`src/rtl/debounce_sync.sv`:
```
// debounce_sync: two-flop synchronizer followed by a four-state debounce FSM.
// A new input level is accepted only after DEBOUNCE_CYCLES consecutive
// synchronized samples agree; any opposite sample restarts the count.
// Outputs the clean level plus one-cycle rise/fall strobes and a busy flag.
module debounce_sync #(
    parameter int DEBOUNCE_CYCLES = 50000,
    parameter bit INIT_LEVEL      = 1'b0,
    parameter int CNT_W           = 16
) (
    input  logic clk,
    input  logic reset_n,
    input  logic din,
    output logic a_clean,
    output logic rise,
    output logic fall,
    output logic busy
);

    typedef enum logic [1:0] {
        ST_LOW    = 2'b00,
        ST_WAIT_H = 2'b01,
        ST_HIGH   = 2'b10,
        ST_WAIT_L = 2'b11
    } state_t;

    // Last count value of the stability window; reaching it on an agreeing
    // sample completes the N-sample run.
    localparam logic [CNT_W-1:0] CNT_LAST = CNT_W'(DEBOUNCE_CYCLES - 1);
    localparam logic [CNT_W-1:0] CNT_ONE  = CNT_W'(1);
    localparam state_t           ST_RESET = INIT_LEVEL ? ST_HIGH : ST_LOW;

    logic             s1;
    logic             s2;
    state_t           state;
    state_t           state_nxt;
    logic [CNT_W-1:0] cnt;
    logic [CNT_W-1:0] cnt_nxt;
    logic             rise_nxt;
    logic             fall_nxt;

    // Two-flop synchronizer: only s2 is considered safe to use in the FSM.
    // NOTE: sequential state uses non-blocking assignments so every flop
    // samples the pre-edge value of the others (s2 gets old s1, not din).
    always_ff @(posedge clk or negedge reset_n) begin
        if (!reset_n) begin
            s1 <= INIT_LEVEL;
            s2 <= INIT_LEVEL;
        end else begin
            s1 <= din;
            s2 <= s1;
        end
    end

    // State, run-length counter and strobe registers.
    always_ff @(posedge clk or negedge reset_n) begin
        if (!reset_n) begin
            state <= ST_RESET;
            cnt   <= '0;
            rise  <= 1'b0;
            fall  <= 1'b0;
        end else begin
            state <= state_nxt;
            cnt   <= cnt_nxt;
            rise  <= rise_nxt;
            fall  <= fall_nxt;
        end
    end

    // Next-state, counter and strobe decode from the synchronized sample.
    always_comb begin
        // NOTE: every output of this block gets a default first, so no path
        // leaves a value unassigned and no latch is inferred.
        state_nxt = ST_LOW;
        cnt_nxt   = '0;
        rise_nxt  = 1'b0;
        fall_nxt  = 1'b0;
        case (state)
            ST_LOW: begin
                if (s2) begin
                    state_nxt = ST_WAIT_H;
                    cnt_nxt   = CNT_ONE;
                end else begin
                    state_nxt = ST_LOW;
                end
            end
            ST_WAIT_H: begin
                if (!s2) begin
                    state_nxt = ST_LOW;
                end else if (cnt == CNT_LAST) begin
                    state_nxt = ST_HIGH;
                    rise_nxt  = 1'b1;
                end else begin
                    state_nxt = ST_WAIT_H;
                    cnt_nxt   = cnt + CNT_ONE;
                end
            end
            ST_HIGH: begin
                if (!s2) begin
                    state_nxt = ST_WAIT_L;
                    cnt_nxt   = CNT_ONE;
                end else begin
                    state_nxt = ST_HIGH;
                end
            end
            ST_WAIT_L: begin
                if (s2) begin
                    state_nxt = ST_HIGH;
                end else if (cnt == CNT_LAST) begin
                    state_nxt = ST_LOW;
                    fall_nxt  = 1'b1;
                end else begin
                    state_nxt = ST_WAIT_L;
                    cnt_nxt   = cnt + CNT_ONE;
                end
            end
            default: begin
                state_nxt = ST_LOW;
            end
        endcase
    end

    // Level and busy are decoded straight from the state register.
    always_comb begin
        a_clean = (state == ST_HIGH) || (state == ST_WAIT_L);
        busy    = (state == ST_WAIT_H) || (state == ST_WAIT_L);
    end

endmodule

```
`config.mk`:
```
export PLATFORM = sky130hd
export DESIGN_NAME = debounce_sync
export DESIGN_NICKNAME = d
export VERILOG_FILES = /design/src/rtl/debounce_sync.sv
export SDC_FILE = /design/constraint.sdc
export NUM_CORES = 1
export LEC_CHECK = 0
export ABC_CLOCK_PERIOD_IN_PS = 1990
export CAP_MARGIN = 20
export CORE_MARGIN = 8
export CORE_UTILIZATION = 50
export CTS_CLUSTER_SIZE = 40
export DETAILED_ROUTE_END_ITERATION = 8
export PLACE_DENSITY = 0.69
export SLEW_MARGIN = 20
export SYNTH_ARGS = -nofsm -noshare
export SYNTH_HDL_FRONTEND = slang
export SYNTH_SLANG_ARGS = --single-unit
```
`constraint.sdc`:
```
create_clock -name clk -period 1.99 [get_ports clk]
set_input_delay 0.398 -clock clk [delete_from_list [all_inputs] [get_ports clk]]
set_output_delay 0.398 -clock clk [all_outputs]
set_load 0.02 [all_outputs]
```
Word-level counts from Yosys, hierarchy flattened
Index checks and enable logic that the tools add are counted.
{"block": "op_classes", "n_addsub": 1, "n_mul": 0, "n_div": 0, "order_cmp": 0, "eq_ne": 4, "shift": 0, "muxes": 18, "bitwise_logic": 0, "n_reduce_logical": 3}
{"cell": "$pmux W16 S4", "n": 1}
{"cell": "$mux W16", "n": 3}
{"cell": "$add A16 B1 Y16 const B", "n": 1}
{"cell": "$eq A16 B16 Y1 const B", "n": 1}
{"cell": "$mux W1", "n": 9}
{"cell": "$mux W2", "n": 4}
{"cell": "$pmux W2 S4", "n": 1}
{"cell": "$eq A2 B2 Y1 const B", "n": 2}
{"cell": "$eq A2 B1 Y1 const B", "n": 1}
{"cell": "$logic_not A2 Y1", "n": 1}
{"cell": "$logic_or A1 B1 Y1", "n": 2}
{"block": "word_totals", "ff_bits": 22, "latchBits": 0, "mem_bits_rw": 0, "romBits": 0, "inputBits": 3, "output_inout_bits": 4, "n_memories": 0}

Logic depth before layout (Yosys ltp)
{"block": "depth", "depth_word": 4, "ltp_mapped": 7}

Least setup slack after synthesis
Ideal clock, no wire load.
{"block": "synth_path", "path_kind": "flip-flop to flip-flop", "start": "reg cnt[13]", "end": "reg cnt[14]", "arrival_ns": 1.658, "required_time_ns": 1.871, "path_slack_ns": 0.213, "path_stages_with_launch": 7, "n_path_buf": 2, "period_less_slack_ns": 1.777, "cell_sequence": "dfrtp_1 > or4bb_1 > nor4_2 > or3b_1 > buf_4 > buf_6 > nor2_1"}
{"block": "synth_via", "elab_chain_cells": 4, "elab_cells_between_ends": 6, "cone_classes": "add/sub: 1; eq/ne: 1; mux: 4"}
{"element": "start, declared", "line": "36", "source": "logic [CNT_W-1:0] cnt;"}
{"element": "start signal, assigned", "line": "63", "source": "cnt <= cnt_nxt;"}
{"element": "$add A16 B1 Y16 or $eq A16 B16 Y1 (tied branches)"}
{"element": "$mux W16 (*)", "line": "89, 108"}
{"element": "$mux W16, on equally long branches", "line": "106, 87"}
{"element": "$pmux W16 S4 (*)", "line": "77", "source": "case (state)"}
{"element": "named net cnt_nxt[14]", "line": "37", "source": "logic [CNT_W-1:0] cnt_nxt;"}
The timed path passes the listed nets; every way through them passes the cells marked *.

Final worst setup path
{"block": "layout_path", "start": "reg cnt[13]", "end": "reg cnt[9]"}
{"block": "layout_via", "elab_chain_cells": 4, "elab_cells_between_ends": 5, "cone_classes": "eq/ne: 1; mux: 4"}
{"element": "$eq A16 B16 Y1 (*)", "line": "89, 108"}
{"element": "$mux W16 (*)", "line": "89, 108"}
{"element": "$mux W16, on equally long branches", "line": "106, 87"}
{"element": "$pmux W16 S4 (*)", "line": "77"}
{"element": "named net cnt_nxt[9]", "line": "37"}
Marks and branches as above.

==> metrics.yaml <==
clock_power_share_pct: 40.2
synth.area.top_cells: "dfrtp_1 54%, xnor2_1 10%, nor2_1 6.6%"
cts_resized: 0
drtPass1Iterations: 4
grt_first_pass_wirelength_um: 3146
drc: 0
cts.reportedPaths.clkPinSlew_ns: 0.12
report.final.slew_viol_count: 0
crit_chain: "or4bb_1 -> nor4_2 -> or3b_1 -> buf_12 -> nor2_1"
synth_edf_count: 0
power_frac_seq_pct: 55.5
gp_congestion: 0.8724
cp.depth: 5
globalRouteTotalUtil_pct: 10.99
wl_um: 1798
finalSetupViolCount: 0
cts.sinks: 22
avgSynthCellArea_um2: 10.39
irDropWorstVdd_mv: 0.6659
fp-row-count: 16
num_io_pins: 7
worst_ep_required_time_ns: 2.19
syn_nets: 103
power_density_nw_per_um2: 698.5
arrival_ns: 2.06
initial_core_util_pct: 52.96
cp_top_family: "simple AND/OR/NAND/NOR gates"
postCtsHoldBufs: 0
regToRegStartpoint: "cnt[13]"
fill_cells: 165
cts_root_buffer: "clkbuf_4"
cts_max_level: 1
ys_warn_count: 0
fin_nets: 113
die_width_um: 61.36
ys.flop_type: "dfrtp_1"
intPower_uw: 671.7
syn-cell-area_um2: 1028
dp_hpwl_um: 1309
pwr-share-comb_pct: 4.3
p_sw_share_pct: 18.76
hp-class: "reg2reg"
synthArstFlopShare_pct: 100.0
layout_setup_ws_ns: 0.1325
viasPerCell: 5.341
reg2reg_depth: 5
finalSetupTns_ns: 0
die-area_um2: 3764
yosysUniqueCellTypes: 27
synth.most_common_cell: "dfrtp_1"
status: "complete, no violations"
synth_cells: 99
numCtsBuffers: 3
worst-path-buf-inv: 1
preCtsSetupSlack_ns: 0.1334
p_leak_nw: 0.4490
grt_pass1_vias: 714
clkLatencyLatePin_ns: 0.30
fmax_mhz: 538.4
yosys-top-cells-count: "22 x dfrtp_1, 18 x nor2_1, 12 x xnor2_1"
finalClockSkew_ns: 0.005739
reg2reg_slack_ns: 0.13
die_h_um: 61.36
worstMarginPinSlew_ns: 0.3328
critPathKind: "reg2reg"
hold_viol: 0
cts_tree: "built"
diodes: 0
cp_slowest_cell: "or4bb_1"
critPathLaunch: "cnt[13]"
seq_area_frac_synth_pct: 53.53
hold_path_startpoint: "s1"
cp_max_fo: 15
max_stage_delay_ns: 0.56
grt_start_max_net_pins: 23
area_delta_synth_final_pct: 15.09
post-cts-setup-buffer-count: 0
crit_path_start_kind: "flip-flop"
detail-route-antenna-nets: 0
coreArea_um2: 1942
overflow: 0
wl_per_cell_um: 13.32
grt_antenna_before_repair: 0
relSlewSlack_pct: 77.61
holdPathStages: 0
drive_above_1_share_pct: 9.259
critPathCaptureType: "flip-flop"
rsz0062_at_grt: "false"
clk_path_buf_depth: 2
p_switching_uw: 155.1
yosys.area.top_type: "dfrtp_1"
vias: 721
synth_top_area_share_pct: 53.53
drt_iter0_markers: 19
min_period_ns: 1.857
synth-seq-cells: 22
cap_violations: 0
fin_crit_sh_pct: 93.34
port_buffers: 6
[cells in the final DEF (no fill, tap or decap), types with 3 or more instances in the layout]
cell             netlist  layout
dfrtp_1               22      22
clkbuf_4               0       3
nor2_1                18      18
inv_1                  4       4
nand2_1                3       3
clkdlybuf4s50_1        0       6
xnor2_1               12      12
nand4_1                3       3
nand3_1                7       7
nor4_1                 6       6
[final cells by class]
| class | instances | area (µm²) | share of cell area [%] |
|---|---|---|---|
| Tap cell | 27 | 33.78 | 2.854 |
| Timing Repair Buffer | 9 | 95.09 | 8.034 |
| Clock buffer | 3 | 22.52 | 1.903 |
| Inverter | 4 | 15.01 | 1.268 |
| Clock inverter | 1 | 30.03 | 2.537 |
| Multi-Input combinational cell | 69 | 436.7 | 36.89 |
| Sequential cell | 22 | 550.5 | 46.51 |
[metal layers]
metal / vias to the layer above / wire, µm / GRT usage [%]
met5: - / 0 / 0
met2: 14 / 812 / 17.01
met3: 2 / 104 / 5.428
met1: 350 / 868 / 13.61
met4: 0 / 13 / 1.948
li1: 355 / - / -
[per-stage QoR]
step,instances,total power [mW],instance area (µm²),utilization (%),hold slack [ns]
after global placement,131,0.5036,1131,58.25,0.3313
after detailed placement,131,0.5039,1131,58.25,0.3378
after CTS,135,0.8363,1184,60.95,0.3766
final,135,0.8267,1184,60.95,0.3680
after floorplan,99,0.4831,1028,-,0.1024
after global routing,135,0.8573,1184,60.95,0.3944
[worst reg2reg max path, cell delays in order, from the launching register on]
cell     delay (ns)
dfrtp_1        0.43
or4bb_1        0.56
nor4_2         0.35
or3b_1         0.22
buf_12         0.15
nor2_1         0.05
[path summary, 6_finish.rpt]
check                                to
worst max-delay path             cnt[9]
worst min-delay path                 s2
worst max register to register   cnt[9]
worst min register to register       s2
max in group asynchronous          rise
min in group asynchronous       cnt[13]
[power by group through the flow]
stage / sequential [mW] / combinational, mW / clock (mW)
3_5_place_dp: 0.468 / 0.0364 / 0
3_3_place_gp: 0.467 / 0.0363 / 0
5_1_grt: 0.460 / 0.0410 / 0.357
6_report: 0.459 / 0.0355 / 0.332
2_1_floorplan: 0.466 / 0.0172 / 0
4_1_cts: 0.459 / 0.0365 / 0.341
[sequential cells by signal (all words and copies together), names as in the netlist]
signal,count
state,2
fall,1
s1,1
rise,1
s2,1
cnt,16
[logic make-up (layout without fill, tap and decap cells)]
family	after synthesis	count (layout)	share of synthesized area [%]
buffers and inverters	8	17	4.015
XOR/XNOR	14	14	11.92
AO/OA/AOI/OAI	4	4	2.190
AND/OR/NAND/NOR	49	49	26.03
adder cells (fa/ha/maj)	1	1	1.216
flip-flops	22	22	53.53
multiplexers	1	1	1.095
No activity file was read; power rests on OpenSTA's default activity.
